[config.mk]
export PLATFORM = sky130hd
export DESIGN_NAME = mmio_bus_switch
export DESIGN_NICKNAME = d
export VERILOG_FILES = /design/src/rtl/mmio_bus_switch_pkg.sv /design/src/rtl/mmio_bus_switch_addr_decode.sv /design/src/rtl/mmio_bus_switch.sv
export SDC_FILE = /design/constraint.sdc
export NUM_CORES = 1
export LEC_CHECK = 0
export CAP_MARGIN = 20
export CORE_ASPECT_RATIO = 0.9
export CORE_UTILIZATION = 30
export DETAILED_ROUTE_END_ITERATION = 12
export GPL_TIMING_DRIVEN = 0
export HOLD_SLACK_MARGIN = 0.08
export PLACE_DENSITY = 0.65
export SYNTH_ARGS = -nofsm -noshare
export SYNTH_HDL_FRONTEND = slang
export SYNTH_SLANG_ARGS = --single-unit
[constraint.sdc]
create_clock -name clk -period 4.3 [get_ports clk]
set_clock_uncertainty 0.15 [all_clocks]
set_input_delay 0.43 -clock clk [delete_from_list [all_inputs] [get_ports clk]]
set_output_delay 0.43 -clock clk [all_outputs]
set_load 0.01 [all_outputs]
[src/rtl/mmio_bus_switch_pkg.sv]
// Shared definitions for the MMIO bus switch: FSM state codes, error-data fill
// and the default-slave index helper.
package mmio_bus_switch_pkg;

    typedef enum logic [1:0] {
        ST_IDLE   = 2'd0,
        ST_ACCESS = 2'd1,
        ST_WAIT   = 2'd2,
        ST_RESP   = 2'd3
    } bus_state_e;

    // Fill bit replicated across m_rdata when a read is aborted.
    localparam logic ERR_FILL = 1'b1;

    // The default slave (SDRAM) sits one past the last mapped window.
    function automatic int default_slave(input int nreg);
        return nreg;
    endfunction

endpackage

[src/rtl/mmio_bus_switch_addr_decode.sv]
// Combinational window matcher: lowest matching window wins, instruction
// fetches and misses go to the default slave with the address unmodified.
module mmio_addr_decode
    import mmio_bus_switch_pkg::*;
#(
    parameter int                       ADDR_W       = 16,
    parameter int                       NREG         = 4,
    parameter logic [NREG*ADDR_W-1:0]   REGION_BASE  = '0,
    parameter logic [NREG*ADDR_W-1:0]   REGION_LIMIT = '0,
    parameter logic [NREG-1:0]          REGION_WO    = '0
) (
    input  logic [ADDR_W-1:0] addr_i,
    input  logic              instr_i,
    output logic [NREG:0]     sel_o,
    output logic [ADDR_W-1:0] offset_o,
    output logic              wo_o
);

    logic hit;

    always_comb begin
        sel_o    = '0;
        offset_o = addr_i;
        wo_o     = 1'b0;
        hit      = 1'b0;
        if (!instr_i) begin
            for (int i = 0; i < NREG; i++) begin
                if (!hit &&
                    addr_i >= REGION_BASE[i*ADDR_W +: ADDR_W] &&
                    addr_i <= REGION_LIMIT[i*ADDR_W +: ADDR_W]) begin
                    hit      = 1'b1;
                    sel_o[i] = 1'b1;
                    offset_o = addr_i - REGION_BASE[i*ADDR_W +: ADDR_W];
                    wo_o     = REGION_WO[i];
                end
            end
        end
        if (!hit) begin
            sel_o[default_slave(NREG)] = 1'b1;
        end
    end

endmodule

[src/rtl/mmio_bus_switch.sv]
// Memory-mapped bus switch: CPU data port to NREG windows plus a default slave.
// Define BUS_TIMEOUT_EN to abort transactions after TIMEOUT cycles without s_ready.
module mmio_bus_switch
    import mmio_bus_switch_pkg::*;
#(
    parameter int                       ADDR_W       = 16,
    parameter int                       DATA_W       = 16,
    parameter int                       NREG         = 4,
    parameter logic [NREG*ADDR_W-1:0]   REGION_BASE  = {16'h1000, 16'h0002, 16'h0001, 16'h0000},
    parameter logic [NREG*ADDR_W-1:0]   REGION_LIMIT = {16'h4BFF, 16'h0002, 16'h0001, 16'h0000},
    parameter logic [NREG-1:0]          REGION_WO    = 4'b1000,
    parameter int                       TIMEOUT      = 255
) (
    input  logic                       clk,
    input  logic                       rst,
    input  logic [ADDR_W-1:0]          m_addr,
    input  logic [DATA_W-1:0]          m_wdata,
    input  logic                       m_read,
    input  logic                       m_write,
    input  logic                       m_instr,
    output logic [DATA_W-1:0]          m_rdata,
    output logic                       m_busy,
    output logic                       m_ready,
    output logic                       m_err,
    output logic [NREG:0]              s_sel,
    output logic [ADDR_W-1:0]          s_addr,
    output logic [DATA_W-1:0]          s_wdata,
    output logic                       s_read,
    output logic                       s_write,
    output logic                       s_instr,
    input  logic [(NREG+1)*DATA_W-1:0] s_rdata,
    input  logic [NREG:0]              s_ready,
    output logic [NREG:0]              s_read_done
);

    bus_state_e        state_q;
    logic [NREG:0]     sel_q, done_q;
    logic [ADDR_W-1:0] addr_q;
    logic [DATA_W-1:0] wdata_q, rdata_q;
    logic              instr_q, write_q, skip_q;
    logic              rd_q, wr_q, ready_q, busy_q, err_q;

    logic [NREG:0]     sel_d;
    logic [ADDR_W-1:0] offset_d;
    logic              wo_d;
    logic [DATA_W-1:0] slave_data, resp_data_d;
    logic              slave_hit, tmo_hit, err_d, finish;

    mmio_addr_decode #(
        .ADDR_W       (ADDR_W),
        .NREG         (NREG),
        .REGION_BASE  (REGION_BASE),
        .REGION_LIMIT (REGION_LIMIT),
        .REGION_WO    (REGION_WO)
    ) u_decode (
        .addr_i   (m_addr),
        .instr_i  (m_instr),
        .sel_o    (sel_d),
        .offset_o (offset_d),
        .wo_o     (wo_d)
    );

    always_comb begin
        slave_data = '0;
        for (int j = 0; j <= NREG; j++) begin
            if (sel_q[j]) begin
                slave_data = slave_data | s_rdata[j*DATA_W +: DATA_W];
            end
        end
    end

    assign slave_hit = |(s_ready & sel_q);

`ifdef BUS_TIMEOUT_EN
    localparam int TW = $clog2(TIMEOUT + 1);
    localparam logic [TW-1:0] TMO_LAST = TW'(TIMEOUT - 1);

    logic [TW-1:0] tmo_q;

    always_ff @(posedge clk) begin
        if (rst || state_q == ST_IDLE || state_q == ST_RESP) begin
            tmo_q <= '0;
        end else begin
            tmo_q <= tmo_q + 1'b1;
        end
    end

    assign tmo_hit = (state_q == ST_ACCESS || state_q == ST_WAIT) && (tmo_q == TMO_LAST);
`else
    assign tmo_hit = 1'b0;
`endif

    // A slave answering on the terminal-count cycle takes priority over the abort.
    assign err_d       = tmo_hit && !slave_hit && !skip_q;
    assign finish      = skip_q || slave_hit || tmo_hit;
    assign resp_data_d = skip_q ? '0 : (slave_hit ? slave_data : {DATA_W{ERR_FILL}});

    always_ff @(posedge clk) begin
        if (rst) begin
            state_q <= ST_IDLE;
            sel_q   <= '0;
            done_q  <= '0;
            addr_q  <= '0;
            wdata_q <= '0;
            rdata_q <= '0;
            instr_q <= 1'b0;
            write_q <= 1'b0;
            skip_q  <= 1'b0;
            rd_q    <= 1'b0;
            wr_q    <= 1'b0;
            ready_q <= 1'b0;
            busy_q  <= 1'b0;
            err_q   <= 1'b0;
        end else begin
            case (state_q)
                ST_IDLE: begin
                    ready_q <= 1'b0;
                    done_q  <= '0;
                    err_q   <= 1'b0;
                    if (m_read || m_write) begin
                        state_q <= ST_ACCESS;
                        busy_q  <= 1'b1;
                        addr_q  <= offset_d;
                        wdata_q <= m_wdata;
                        instr_q <= m_instr;
                        write_q <= m_write;
                        skip_q  <= m_read && !m_write && wo_d;
                        if (m_write || !wo_d) begin
                            sel_q <= sel_d;
                            rd_q  <= !m_write;
                            wr_q  <= m_write;
                        end
                    end
                end
                ST_ACCESS, ST_WAIT: begin
                    rd_q <= 1'b0;
                    wr_q <= 1'b0;
                    if (finish) begin
                        state_q <= ST_RESP;
                        busy_q  <= 1'b0;
                        sel_q   <= '0;
                        ready_q <= 1'b1;
                        err_q   <= err_d;
                        skip_q  <= 1'b0;
                        if (!write_q) begin
                            rdata_q <= resp_data_d;
                            done_q  <= slave_hit ? sel_q : '0;
                        end
                    end else begin
                        state_q <= ST_WAIT;
                    end
                end
                ST_RESP: begin
                    state_q <= ST_IDLE;
                    ready_q <= 1'b0;
                    done_q  <= '0;
                    err_q   <= 1'b0;
                end
                default: state_q <= ST_IDLE;
            endcase
        end
    end

    assign m_rdata     = rdata_q;
    assign m_busy      = busy_q;
    assign m_ready     = ready_q;
`ifdef BUS_TIMEOUT_EN
    assign m_err       = err_q;
`else
    assign m_err       = 1'b0;
`endif
    assign s_sel       = sel_q;
    assign s_addr      = addr_q;
    assign s_wdata     = wdata_q;
    assign s_read      = rd_q;
    assign s_write     = wr_q;
    assign s_instr     = instr_q;
    assign s_read_done = done_q;

endmodule

Word level (Yosys, flattened, before mapping)
Index checks and enable logic that the tools add are counted.
- bits in registers: 67
- bits of input ports: 122
- bitwise logic cells: 6
- reductions and logical operators: 28
- equal/unequal tests: 7
- $add $sub $neg: 3
- magnitude comparators: 8
- mux-type cells: 49
- operators with widths (operator ; number):
    2-to-1 mux 16 bit ; 11
    OR 16 bit ; 4
    >= comparator 16 x 1 -> 1 bit, second input constant ; 2
    <= comparator 16 x 1 -> 1 bit, second input constant ; 2
    2-to-1 mux 5 bit ; 6
    2-to-1 mux 1 bit ; 22
    case mux 5 bit (2 select lines) ; 2
    >= comparator 16 x 13 -> 1 bit, second input constant ; 1
    >= comparator 16 x 2 -> 1 bit, second input constant ; 1
    <= comparator 16 x 15 -> 1 bit, second input constant ; 1
    <= comparator 16 x 2 -> 1 bit, second input constant ; 1
    subtractor 16 x 1 -> 16 bit, second input constant ; 1
    subtractor 16 x 13 -> 16 bit, second input constant ; 1
    subtractor 16 x 2 -> 16 bit, second input constant ; 1
    case mux 1 bit (2 select lines) ; 5
    logical AND 1 bit ; 9
    AND reduction 3 bit ; 3
    != test 2 bit, second input constant ; 4
    case mux 2 bit (3 select lines) ; 1
    bitwise AND 5 bit ; 1
    logical NOT 1 bit ; 5
    OR reduction 5 bit ; 1
    equality test 2 bit, second input constant ; 2
    2-to-1 mux 4 bit ; 1
    other kinds (9) ; 13

Longest topological paths before layout
Gate-level depths: netlist (run 1).
- depth in word-level cells: 24
- depth in mapped cells: 9
- gate-level depth less buffers: 8

Modules after synthesis
Synthesis (run 1) repeated with hierarchy kept, for this count alone.
- cells, all modules: 451
- area, all modules: 3836.2 sq um
- modules (own cells, without submodules) (module ; cells each ; times used ; sequential area each (sq um) ; area each (sq um)):
    mmio_bus_switch ; 359 ; 1 ; 1341.3 ; 3150.5
    mmio_addr_decode ; 92 ; 1 ; 0.0 ; 685.7

Worst setup path before layout (run 1)
Ideal clock, no wire load.
- kind: input to register
- start point: input m_addr[12]
- end point: register sel_q[2] (netlist: s_sel[2])
- data arrival time: 2.474 ns
- setup slack: 1.605 ns
- buffers on the path: 1
- required time: 4.080 ns
- stages on the path: 9
- cell sequence: inv_1 -> ha_1 -> or3b_2 -> nor3_4 -> o311ai_4 -> a31o_1 -> buf_6 -> or4b_1 -> a21oi_1
- cells in the longest elaborated chain, start to end: 23
- elaborated cells between the ends (all ways): 35
- ends and longest elaborated chain (what ; RTL line ; text):
    start: declaration ; mmio_bus_switch.sv:16 ; input logic [ADDR_W-1:0] m_addr,
    >= comparator 16 x 1 -> 1 bit / <= comparator 16 x 1 -> 1 bit (equally long branches) ; mmio_bus_switch_addr_decode.sv:29, mmio_bus_switch_addr_decode.sv:30 ;
    logical AND 1 bit ; mmio_bus_switch_addr_decode.sv:29 ; addr_i >= REGION_BASE[i*ADDR_W +: ADDR_W] &&
    2-to-1 mux 1 bit ; mmio_bus_switch_addr_decode.sv:28 ; if (!hit &&
    2-to-1 mux 1 bit ; mmio_bus_switch_addr_decode.sv:26 ; if (!instr_i) begin
    logical NOT 1 bit ; mmio_bus_switch_addr_decode.sv:28 ;
    logical AND 1 bit ; mmio_bus_switch_addr_decode.sv:28 ;
    logical AND 1 bit ; mmio_bus_switch_addr_decode.sv:29 ;
    2-to-1 mux 1 bit ; mmio_bus_switch_addr_decode.sv:28 ;
    (+7 left out) ; n/a ;
    logical AND 1 bit ; mmio_bus_switch_addr_decode.sv:28 ;
    logical AND 1 bit ; mmio_bus_switch_addr_decode.sv:29 ;
    2-to-1 mux 1 bit ; mmio_bus_switch_addr_decode.sv:28 ;
    2-to-1 mux 1 bit ; mmio_bus_switch_addr_decode.sv:26 ;
    logical NOT 1 bit ; mmio_bus_switch.sv:128 ; if (m_write || !wo_d) begin
    logical OR 1 bit ; mmio_bus_switch.sv:128 ;
    != test 2 bit (no line) ; n/a ;
    AND reduction 4 bit (no line) ; n/a ;
    end signal: assignment ; mmio_bus_switch.sv:129 ; sel_q <= sel_d;
    end: declaration ; mmio_bus_switch.sv:37 ; logic [NREG:0] sel_q, done_q;
Parallel ways exist; a longest one is shown, timed or not. The select of a mux whose other input is x is not followed.
A chain may end at the register's enable or synchronous reset.

Worst setup path in the final report (run 1)
- start point: input m_addr[12]
- end point: register addr_q[14] (netlist: s_addr[14])
- cells in the longest elaborated chain, start to end: 19
- elaborated cells between the ends (all ways): 31
- ends and longest elaborated chain (what ; RTL line ; text):
    >= comparator 16 x 1 -> 1 bit / <= comparator 16 x 1 -> 1 bit (equally long branches) ; mmio_bus_switch_addr_decode.sv:29, mmio_bus_switch_addr_decode.sv:30 ;
    logical AND 1 bit ; mmio_bus_switch_addr_decode.sv:29 ;
    2-to-1 mux 1 bit ; mmio_bus_switch_addr_decode.sv:28 ;
    2-to-1 mux 1 bit ; mmio_bus_switch_addr_decode.sv:26 ;
    logical NOT 1 bit ; mmio_bus_switch_addr_decode.sv:28 ;
    logical AND 1 bit ; mmio_bus_switch_addr_decode.sv:28 ;
    logical AND 1 bit ; mmio_bus_switch_addr_decode.sv:29 ;
    2-to-1 mux 1 bit ; mmio_bus_switch_addr_decode.sv:28 ;
    (+3 left out) ; n/a ;
    logical AND 1 bit ; mmio_bus_switch_addr_decode.sv:29 ;
    2-to-1 mux 1 bit ; mmio_bus_switch_addr_decode.sv:28 ;
    2-to-1 mux 1 bit ; mmio_bus_switch_addr_decode.sv:26 ;
    logical NOT 1 bit ; mmio_bus_switch_addr_decode.sv:28 ;
    logical AND 1 bit ; mmio_bus_switch_addr_decode.sv:28 ;
    logical AND 1 bit ; mmio_bus_switch_addr_decode.sv:29 ;
    2-to-1 mux 16 bit * ; mmio_bus_switch_addr_decode.sv:28 ;
    2-to-1 mux 16 bit * ; mmio_bus_switch_addr_decode.sv:26 ;
    end signal: assignment ; mmio_bus_switch.sv:123 ; addr_q <= offset_d;
    end: declaration ; mmio_bus_switch.sv:38 ; logic [ADDR_W-1:0] addr_q;
Mark *: on every way between the ends. The rest lies on a longest branch, timed or not. The select of a mux whose other input is x is not followed.

==> results of run 1 <==
per-stage QoR:
stage / total power, mW / instances / worst slack [ns] / instance area, um2
3_5_place_dp: 1.83 / 742 / 0.773 / 5370
2_1_floorplan: 1.33 / 407 / 1.61 / 3340
5_1_grt: 2.71 / 757 / 0.818 / 5660
6_report: 2.56 / 757 / 1.06 / 5660
3_3_place_gp: 1.81 / 742 / 0.781 / 5370
4_1_cts: 2.58 / 757 / 1.06 / 5660
final cells by class:
class	count	area [um2]
Inverter	19	71.3
Fill cell	1041	5190
Timing Repair Buffer	183	1830
Buffer	33	135
Tap cell	152	190
Clock buffer	13	260
Clock inverter	2	35.0
Sequential cell	67	1340
Multi-Input combinational cell	288	1800
power groups by stage:
| stage | clock [mW] | sequential [mW] | combinational [mW] |
|---|---|---|---|
| after floorplan | 0 | 0.867 | 0.462 |
| after global placement | 0 | 0.820 | 0.989 |
| after detailed placement | 0 | 0.826 | 1.00 |
| after CTS | 0.761 | 0.814 | 1.01 |
| after global routing | 0.784 | 0.828 | 1.10 |
| final | 0.742 | 0.813 | 1.01 |
kinds of logic (layout without fill, tap and decap cells):
family | after synthesis | after routing | synth area share, %
AND/OR/NAND/NOR | 121 | 121 | 17.1
XOR/XNOR | 2 | 2 | 0.524
multiplexers | 4 | 4 | 1.23
adder cells (fa/ha/maj) | 9 | 9 | 3.37
other | 1 | 1 | 0.112
AO/OA/AOI/OAI | 151 | 151 | 31.4
flip-flops | 67 | 67 | 40.1
buffers and inverters | 52 | 250 | 6.17
sequential cells by signal, summed over array words and instances, names as in the netlist, 2 cells and up:
signal       cells
m_rdata         16
s_addr          16
s_wdata         16
s_read_done      5
s_sel            5
state_q          2
critical path: cells and delay by family:
kind / cells / cell delay, ns
simple gates: 4 / 1.14
buf+inv: 2 / 0.65
fa+ha+maj: 1 / 0.26
mux: 1 / 0.28
compound gates: 1 / 0.58
synthesized netlist by cell type, types with 2 or more instances:
master    instances  area share (%)
a21oi_1          53             7.9
o211ai_1          3            0.67
buf_1             3            0.34
nand3_1          11             1.6
o21ai_0          22             3.3
nor4_1            3            0.56
nor2_1           16             1.8
or4_1             2            0.45
a211o_1          16             4.2
a22o_1            6             1.6
a22oi_1          18             4.0
nor3_1           10             1.5
ha_1              9             3.4
inv_1            19             2.1
mux2i_1           3            0.90
a31oi_1           3            0.56
nand4_1           3            0.56
nand2b_1          2            0.37
xnor2_1           2            0.52
dfxtp_1          67              40
a211oi_1          2            0.45
clkbuf_1         28             3.1
nand2_1          63             7.1
a222oi_1         17             5.1
or4_4             2            0.67
layer usage:
| metal | global-route usage [%] | up-vias | part of all wire (%) | routed length (um) |
|---|---|---|---|---|
| met1 | 26.3 | 1849 | 44 | 5620 |
| met3 | 7.12 | 10 | 7.8 | 1000 |
| met5 | 0 | - | 0 | 0 |
| met2 | 37.3 | 166 | 48 | 6140 |
| met4 | 7.19 | 0 | 1.1 | 140 |
| li1 | - | 1900 | - | - |
final timing paths:
| check | from | endpoint | slack (ns) | cells after the start |
|---|---|---|---|---|
| hold reg to reg | s_wdata[0] | s_wdata[0] | 0.30 | 2 |
| setup reg to reg | s_sel[1] | s_sel[2] | 1.64 | 8 |
| setup / recovery | m_addr[12] | s_addr[14] | 1.06 | 9 |
| hold / removal | s_wdata[0] | s_wdata[0] | 0.30 | 2 |
==> impl_metrics.csv, run 1 <==
group,metric,value,unit
timing,worst_slew_pin_slew,0.784,ns
setup_path,max_stage_delay,0.58,ns
synthesis,syn-cell-area,3340,um2
setup_path,cp_data_required_time,4.40,ns
finish,area_growth,69.3,%
pwr,p_per_area,453,nW/um2
die,fp.dieH,102,um
synthesis,synth_nets,538,
synthesis,synth_area_per_cell,8.22,um2
routing,wl_per_cell,17.1,um
pwr,leakagePower,2.00,nW
finish,fin_nets,732,
timing,rsz0062_at_grt,"false",
routing,ant_nets,0,
clock_network,cts_root_buf,"clkbuf_16",
grt,grt_start_max_net_pins,11,
pwr,p_int,1.70,mW
die,ios,186,
routing,vias,3925,
timing,post-route-period-util,75.4,%
timing,timing_hold_violations_final,0,
timing,final.min_clock_period,3.24,ns
clock_network,max-clock-path-buffers,2,
pwr,combPwrFrac,39.4,%
setup_path,endpoint_kind,"flip-flop",
setup_path,cp_common_cell,"nor3_1",
grt,grt.overflow.total,0,
routing,drc_errors,0,
setup_path,startpoint_type,"primary input",
placement,dp_hpwl,9.74,mm
placement,gp_congestion,0.823,
synthesis,yosysSeqAreaShare,40.1,%
die,start_util,30.8,%
clock_network,clkSinkCount,67,
placement,port_buffers,183,
setup_path,crit_fanout,7,
timing,slew_headroom,47.2,%
flow_run,drv_cap,0,
timing,whs,0.301,ns
setup_path,arrival,3.34,ns
die,core,10900,um2
timing,finalSetupViolCount,0,
finish,diodes,0,
finish,layout_common_cells,"clkdlybuf4s50_1, dfxtp_1, nand2_1",
pwr,clkPwrFrac,28.9,%
grt,track_usage,21.9,%
pwr,ir_drop,0.229,mV
clock_network,cts_hold_buffers,0,
die,die_w,113,um
grt,grt_pass1_wl,19.4,mm
run_status,status,"finished clean",
synthesis,async_reset_ff_share,0,%
clock_network,clk_pin_slew,0.05,ns
timing,max_freq,308,MHz
synthesis,netlist_instances,407,
die,die_area,11600,um2
clock_network,post_cts_buffers,0,
routing,drt_iter0_markers,234,
setup_path,worstPathCellList,"clkdlybuf4s50_1 -> inv_1 -> ha_1 -> or3b_2 -> nor4_2 -> a21boi_1 -> nor3_1 -> mux2_2 -> nor3_1",
finish,drive_above_1_share,4.13,%
setup_path,crit_type,"in2reg",
clock_network,clkLatencyLatePin,0.33,ns
routing,via_per_inst,5.18,
pwr,p_seq_share,31.7,%
hold_path,hold_class,"reg2reg",
synthesis,synth_edf_count,0,
finish,final_util,52.2,%
timing,slew_viol_final,0,
synthesis,synthDistinctLibCells,49,
synthesis,synthFlopType,"dfxtp_1",
die,rows,36,
clock_network,cts_tree,"done",
pwr,p_sw,868,uW
finish,final_common_cell,"clkdlybuf4s50_1",
grt,antenna_found_initial,0,
clock_network,cts_buffers,9,
synthesis,ys_seq_elements,67,
routing,wirelength,12.9,mm
grt,grt_pass1_vias,3787,
synthesis,ys_warn_count,0,
pwr,p_sw_share,33.8,%
timing,fin_tns_setup,0,ns
clock_network,cts-resized-gates,0,
clock_network,htree_num_levels,3,
setup_path,cp_slowest_cell,"a21boi_1",
routing,first_pass_iters,5,
Note: power is estimated with default switching activity, not from simulation.
==> run 2: changes to the inputs <==
- clock period: 4.3 -> 3.15 ns (I/O delays scaled with it)
==> run 2 against run 1 <==
Largest power group unchanged; global-route usage unchanged; highest routed layer unchanged; die area unchanged; setup slack got worse by 0.94 ns; clock-buffer cell count did not move; clock power rose by 37%; wire length is 0.51% higher; via count up 0.13%; largest cell class unchanged; register-to-register slack got worse by 1.1 ns; sequential power rose by 37%; sequential cell count unchanged; total power up 37%; sequential share of layout area down 0.099 points.
==> impl_metrics.csv, run 2 (synthesized netlist as in run 1, its figures left out) <==
group,metric,value,unit
clock_network,cts_root_buf,"clkbuf_16",
timing,setup_ws,0.121,ns
grt,antenna_found_initial,0,
grt,grt_pass1_vias,3787,
timing,slew_headroom,47.7,%
die,die_w,113,um
clock_network,clkSinkCount,67,
clock_network,htree_num_levels,3,
setup_path,cp_slowest_cell,"clkdlybuf4s50_1",
clock_network,cts_buffers,9,
routing,ant_nets,0,
finish,area_growth,70.0,%
timing,worst_slew_pin_slew,0.778,ns
pwr,p_int,2.32,mW
clock_network,cts_tree,"done",
placement,place_area,5370,um2
setup_path,max_stage_delay,0.53,ns
pwr,ir_drop,0.313,mV
pwr,combPwrFrac,39.4,%
finish,final_area,5690,um2
pwr,p_per_area,617,nW/um2
clock_network,cts-resized-gates,0,
routing,drc_errors,0,
pwr,p_seq_share,31.7,%
grt,track_usage,21.9,%
setup_path,worstPathCellList,"clkdlybuf4s50_1 -> inv_2 -> ha_2 -> or3b_2 -> nor3_4 -> o311ai_4 -> a31o_1 -> buf_6 -> or4b_1 -> a21oi_1",
routing,wl_per_cell,17.1,um
timing,timing_hold_violations_final,0,
hold_path,hold_class,"in2reg",
clock_network,post_cts_buffers,0,
timing,slew_viol_final,0,
setup_path,startpoint_type,"primary input",
grt,grt_start_max_net_pins,11,
flow_run,drv_cap,0,
finish,fin_nets,732,
pwr,clkPwrFrac,29.0,%
routing,first_pass_iters,6,
setup_path,endpoint_kind,"flip-flop",
timing,max_freq,330,MHz
clock_network,clkLatencyLatePin,0.33,ns
finish,final_util,52.4,%
routing,vias,3930,
die,core,10900,um2
clock_network,cts_hold_buffers,0,
grt,grt_pass1_wl,19.4,mm
routing,via_per_inst,5.19,
routing,wirelength,13.0,mm
die,fp.dieH,102,um
clock_network,max-clock-path-buffers,2,
finish,drive_above_1_share,4.79,%
pwr,total_power,3.51,mW
pwr,leakagePower,2.00,nW
die,start_util,30.8,%
setup_path,crit_fanout,9,
pwr,p_sw_share,33.9,%
finish,layout_common_cells,"clkdlybuf4s50_1, dfxtp_1, nand2_1",
routing,drt_iter0_markers,215,
placement,port_buffers,183,
grt,grt.overflow.total,0,
placement,dp_hpwl,9.74,mm
die,rows,36,
setup_path,reg2reg_slack,0.50,ns
setup_path,crit_family,"simple AND/OR/NAND/NOR gates",
placement,preCtsSetupSlack,-0.262,ns
die,ios,186,
finish,final_common_cell,"clkdlybuf4s50_1",
setup_path,cp_data_required_time,3.24,ns
pwr,p_sw,1.19,mW
timing,finalSetupViolCount,0,
run_status,status,"finished clean",
finish,diodes,0,
setup_path,crit_type,"in2reg",
die,die_area,11600,um2
timing,post-route-period-util,96.2,%
setup_path,critPathBufInv,3,
timing,final.min_clock_period,3.03,ns
placement,gp_congestion,0.823,
clock_network,clk_pin_slew,0.05,ns
setup_path,arrival,3.12,ns
timing,rsz0062_at_grt,"false",
run 2: cell count changes in the layout (fill, tap and decap cells not counted):
cell | previous run | this run
nor3_2 | 0 | 1
ha_1 | 9 | 8
inv_1 | 19 | 18
a21boi_2 | 0 | 1
a2111oi_4 | 0 | 1
a21boi_1 | 1 | 0
nor3_1 | 10 | 9
inv_2 | 0 | 1
ha_2 | 0 | 1
a2111oi_2 | 1 | 0
run 2: worst paths after layout:
check,startpoint,end,depth (start not counted)
setup / recovery,m_addr[12],s_sel[2],10
hold / removal,m_instr,s_instr,3
setup reg to reg,s_sel[1],s_sel[2],8
hold reg to reg,s_wdata[0],s_wdata[0],2
run 2: per-layer routing:
| metal | wire (um) | track usage, % | share of wire, % |
|---|---|---|---|
| met5 | 0 | 0 | 0 |
| met1 | 5690 | 26.3 | 44 |
| met2 | 6190 | 37.3 | 48 |
| met4 | 140 | 7.19 | 1.1 |
| met3 | 956 | 7.12 | 7.4 |
run 2: worst reg2reg max path, cell delays in order, from the launching register on:
cell      delay, ns
dfxtp_1        0.33
clkbuf_1       0.40
a222oi_1       0.22
and3b_1        0.26
a21o_1         0.21
a31o_1         0.19
buf_6          0.13
or4b_1         0.49
a21oi_1        0.19
run 2: area by class of cell:
type | instances | area (um2)
plain buffers | 33 | 135
clock buffers | 13 | 260
clock inverters | 2 | 35.0
fillers | 1039 | 5170
inverters | 19 | 71.3
multi-input cells | 288 | 1820
flip-flops and latches | 67 | 1340
well taps | 152 | 190
repair buffers | 183 | 1830
run 2: metrics by stage:
step | setup TNS [ns] | hold WS (ns) | std cells
final | 0 | 0.277 | 757
after global routing | 0 | 0.297 | 757
after CTS | 0 | 0.258 | 757
after detailed placement | -0.797 | 0.298 | 742
after global placement | -0.684 | 0.288 | 742
after floorplan | 0 | 0.293 | 407
run 2: power by group through the flow:
stage          logic (mW)  registers (mW)  clock network [mW]
6_report             1.38            1.11                1.02
5_1_grt              1.50            1.13                1.07
4_1_cts              1.38            1.11                1.04
3_5_place_dp         1.37            1.13                   0
3_3_place_gp         1.35            1.12                   0
2_1_floorplan       0.631            1.18                   0
==> run 3: changes to the inputs <==
- PLACE_DENSITY: 0.65 -> 0.59
- SYNTH_HIERARCHICAL: default -> 1
==> run 3 against run 2 <==
Setup slack better by 0.21 ns; cell count up 6.9%; clock-buffer cell count down 1; worst hold slack better by 0.028 ns; sequential cell count unchanged; register-to-register slack better by 0.47 ns; global-route usage down 1.9 points; synthesized cell count up 11%; sequential power about the same; sequential share of layout area down 1.8 points; largest cell class is now multi-input gates; largest power group unchanged.
==> impl_metrics.csv, run 3 <==
group,metric,value,unit
clock_network,cts_hold_buffers,0,
finish,final_common_cell,"clkdlybuf4s50_1",
die,rows,38,
grt,met3_usage,5.07,%
finish,fin_nets,779,
pwr,p_per_area,551,nW/um2
grt,track_usage,20.0,%
setup_path,startpoint_type,"primary input",
synthesis,synth_area_per_cell,8.51,um2
placement,port_buffers,183,
synthesis,synth-simple-area-share,23.2,%
synthesis,synth_compound_area_share,25.6,%
setup_path,cp_data_required_time,3.21,ns
synthesis,synth_edf_count,0,
synthesis,synth_top_family_by_area,"compound AO/OA/AOI/OAI gates",
setup_path,worstPathCellList,"clkdlybuf4s50_1 -> inv_1 -> ha_1 -> nor3b_2 -> o211ai_1 -> a21o_1 -> nand3_2 -> nor2_1 -> nand2b_1 -> a21oi_2 -> o211ai_1",
placement,dp_hpwl,10.4,mm
clock_network,post_cts_buffers,0,
placement,preCtsSetupSlack,-0.118,ns
timing,timing_hold_violations_final,0,
setup_path,reg2reg_slack,0.97,ns
finish,drive_above_1_share,8.78,%
finish,area_growth,60.3,%
grt,grt_start_max_net_pins,11,
clock_network,clkSinkCount,67,
synthesis,synthFlopType,"dfxtp_1",
finish,finalNonFillerCells,809,
die,core,12300,um2
placement,placed_cells_incl_taps,794,
finish,multi_input_area,2290,um2
synthesis,yosysMostFrequentCell,"nand2_1",
routing,ant_nets,0,
clock_network,max-clock-path-buffers,2,
clock_network,cts_buffers,9,
setup_path,endpoint_kind,"flip-flop",
timing,fin_tns_setup,0,ns
clock_network,htree_num_levels,3,
pwr,leakagePower,2.25,nW
timing,rsz0062_at_grt,"false",
setup_path,r2r-end,"m_rdata[13]",
finish,final_util,50.1,%
grt,grt_use_met2,32.2,%
synthesis,yosysTopAreaCell,"dfxtp_1",
pwr,p_seq_share,31.9,%
die,die_area,13200,um2
routing,wl_per_cell,16.4,um
synthesis,netlist_instances,451,
die,ios,186,
clock_network,cts_tree,"done",
synthesis,synth_area_leaders,"dfxtp_1, a21oi_1, nand2_1, a222oi_1, nor2b_1",
timing,setup_ws,0.328,ns
synthesis,async_reset_ff_share,0,%
timing,post-route-period-util,89.6,%
die,die_w,121,um
synthesis,synth_common_cells,"nand2_1, dfxtp_1, a21oi_1",
finish,final_area,6150,um2
setup_path,arrival,2.88,ns
finish,seq_area,1340,um2
clock_network,clkLatencyLatePin,0.34,ns
grt,antenna_found_initial,0,
setup_path,rr_worst_depth,8,
pwr,p_sw_share,34.1,%
hold_path,hold_class,"reg2reg",
routing,first_pass_iters,6,
placement,place_area,5870,um2
synthesis,syn-cell-area,3840,um2
die,fp.dieH,109,um
synthesis,ys_seq_elements,67,
setup_path,critPathLaunch,"m_addr[12]",
grt,grt.overflow.total,0,
setup_path,endpoint,"s_sel[2]",
flow_run,drv_cap,0,
setup_path,crit_type,"in2reg",
grt,grt_pass1_vias,3987,
synthesis,synth.area.mux_share,6.23,%
die,start_util,31.3,%
setup_path,critPathBufInv,2,
routing,vias,4119,
grt,globalRouteMet1Util,25.7,%
routing,drc_errors,0,
timing,max_freq,354,MHz
timing,worst_slew_pin_slew,0.608,ns
synthesis,ys_warn_count,6,
pwr,clkPwrFrac,28.2,%
synthesis,synth-adder-area-share,3.91,%
grt,grt.busiest_layer,"met2",
finish,fillers,1175,
pwr,p_int,2.23,mW
placement,gp_congestion,0.794,
timing,slew_headroom,59.4,%
finish,layout_common_cells,"clkdlybuf4s50_1, nand2_1, dfxtp_1",
clock_network,cts_root_buf,"clkbuf_16",
pwr,combPwrFrac,39.9,%
setup_path,cp_slowest_cell,"clkdlybuf4s50_1",
setup_path,crit-reg2reg-launch,"state_q[0]",
timing,final.min_clock_period,2.82,ns
synthesis,synthDistinctLibCells,65,
setup_path,crit_fanout,6,
pwr,p_sw,1.16,mW
routing,via_per_inst,5.09,
synthesis,synth_nets,585,
timing,finalSetupViolCount,0,
routing,wirelength,13.2,mm
clock_network,cts-resized-gates,0,
grt,grt_pass1_wl,20.3,mm
finish,diodes,0,
synthesis,synth_xor_area_share,0.685,%
run_status,status,"finished clean",
synthesis,synth_top_area_share,35.0,%
setup_path,crit_family,"compound AO/OA/AOI/OAI gates",
timing,slew_viol_final,0,
setup_path,max_stage_delay,0.51,ns
clock_network,clk_pin_slew,0.05,ns
synthesis,yosysSeqAreaShare,35.0,%
pwr,ir_drop,0.269,mV
setup_path,cp.depth,11,
setup_path,cp_common_cell,"o211ai_1",
routing,drt_iter0_markers,259,
[run 3: changes by cell type after synthesis, moves of 7 or more]
cell	delta
o21ai_0	-18
a211o_1	-15
inv_1	-11
nand4_1	+10
nor3_1	-9
nand2_1	+8
mux2_4	+10
nor2b_1	+25
nand3_1	-7
nand2b_1	+11
clkbuf_1	-7
[run 3: area by class of cell]
class	instances	area share, %
multi-input cells	340	37.3
repair buffers	183	29.8
flip-flops and latches	67	21.8
clock buffers	12	3.85
well taps	160	3.26
plain buffers	35	2.77
clock inverters	3	0.651
inverters	9	0.549
[run 3: power groups by stage]
stage | Sequential, mW | Combinational, mW | Clock (mW)
after floorplan | 1.15 | 0.668 | 0
after global placement | 1.09 | 1.33 | 0
after detailed placement | 1.10 | 1.35 | 0
after CTS | 1.08 | 1.36 | 0.989
after global routing | 1.10 | 1.49 | 1.03
final | 1.08 | 1.35 | 0.956
[run 3: worst reg2reg max path, cell delays in order (launching register included)]
cell and delay [ns]:
dfxtp_1 0.35, inv_1 0.05, ha_1 0.26, buf_2 0.20
inv_2 0.12, a211o_1 0.28, buf_4 0.18, buf_12 0.16
mux2_4 0.30
[run 3: kinds of logic (layout without fill, tap and decap cells)]
kind of cell	after synthesis	count (layout)
and+or+nand+nor	168	168
AOI/OAI and AO/OA	138	138
DFF	67	67
buffers and inverters	44	242
muxes	18	18
adders and majority gates	12	12
xor gates and xnor gates	3	3
other	1	1
[run 3: worst min path at each step]
stage / slack [ns] / cells after the start / to / start
6_report: 0.30 / 2 / s_wdata[13] / s_wdata[13]
4_1_cts: 0.30 / 3 / write_q / m_write
3_5_place_dp: 0.30 / 2 / s_wdata[15] / s_wdata[15]
2_1_floorplan: 0.30 / 2 / s_instr / m_instr
5_1_grt: 0.32 / 2 / s_wdata[13] / s_wdata[13]
3_3_place_gp: 0.29 / 2 / s_wdata[7] / s_wdata[7]
[run 3: per-stage QoR]
stage                     total power [mW]  hold WS, ns
final                                 3.39        0.305
after CTS                             3.43        0.299
after global placement                2.42        0.292
after detailed placement              2.45        0.300
after global routing                  3.63        0.321
after floorplan                       1.82        0.301
[run 3: routing by layer]
layer	part of all wire (%)	up-vias
met3	5.3	13
met4	1.2	0
met2	48	122
met1	45	1944
met5	0	-
li1	-	2040
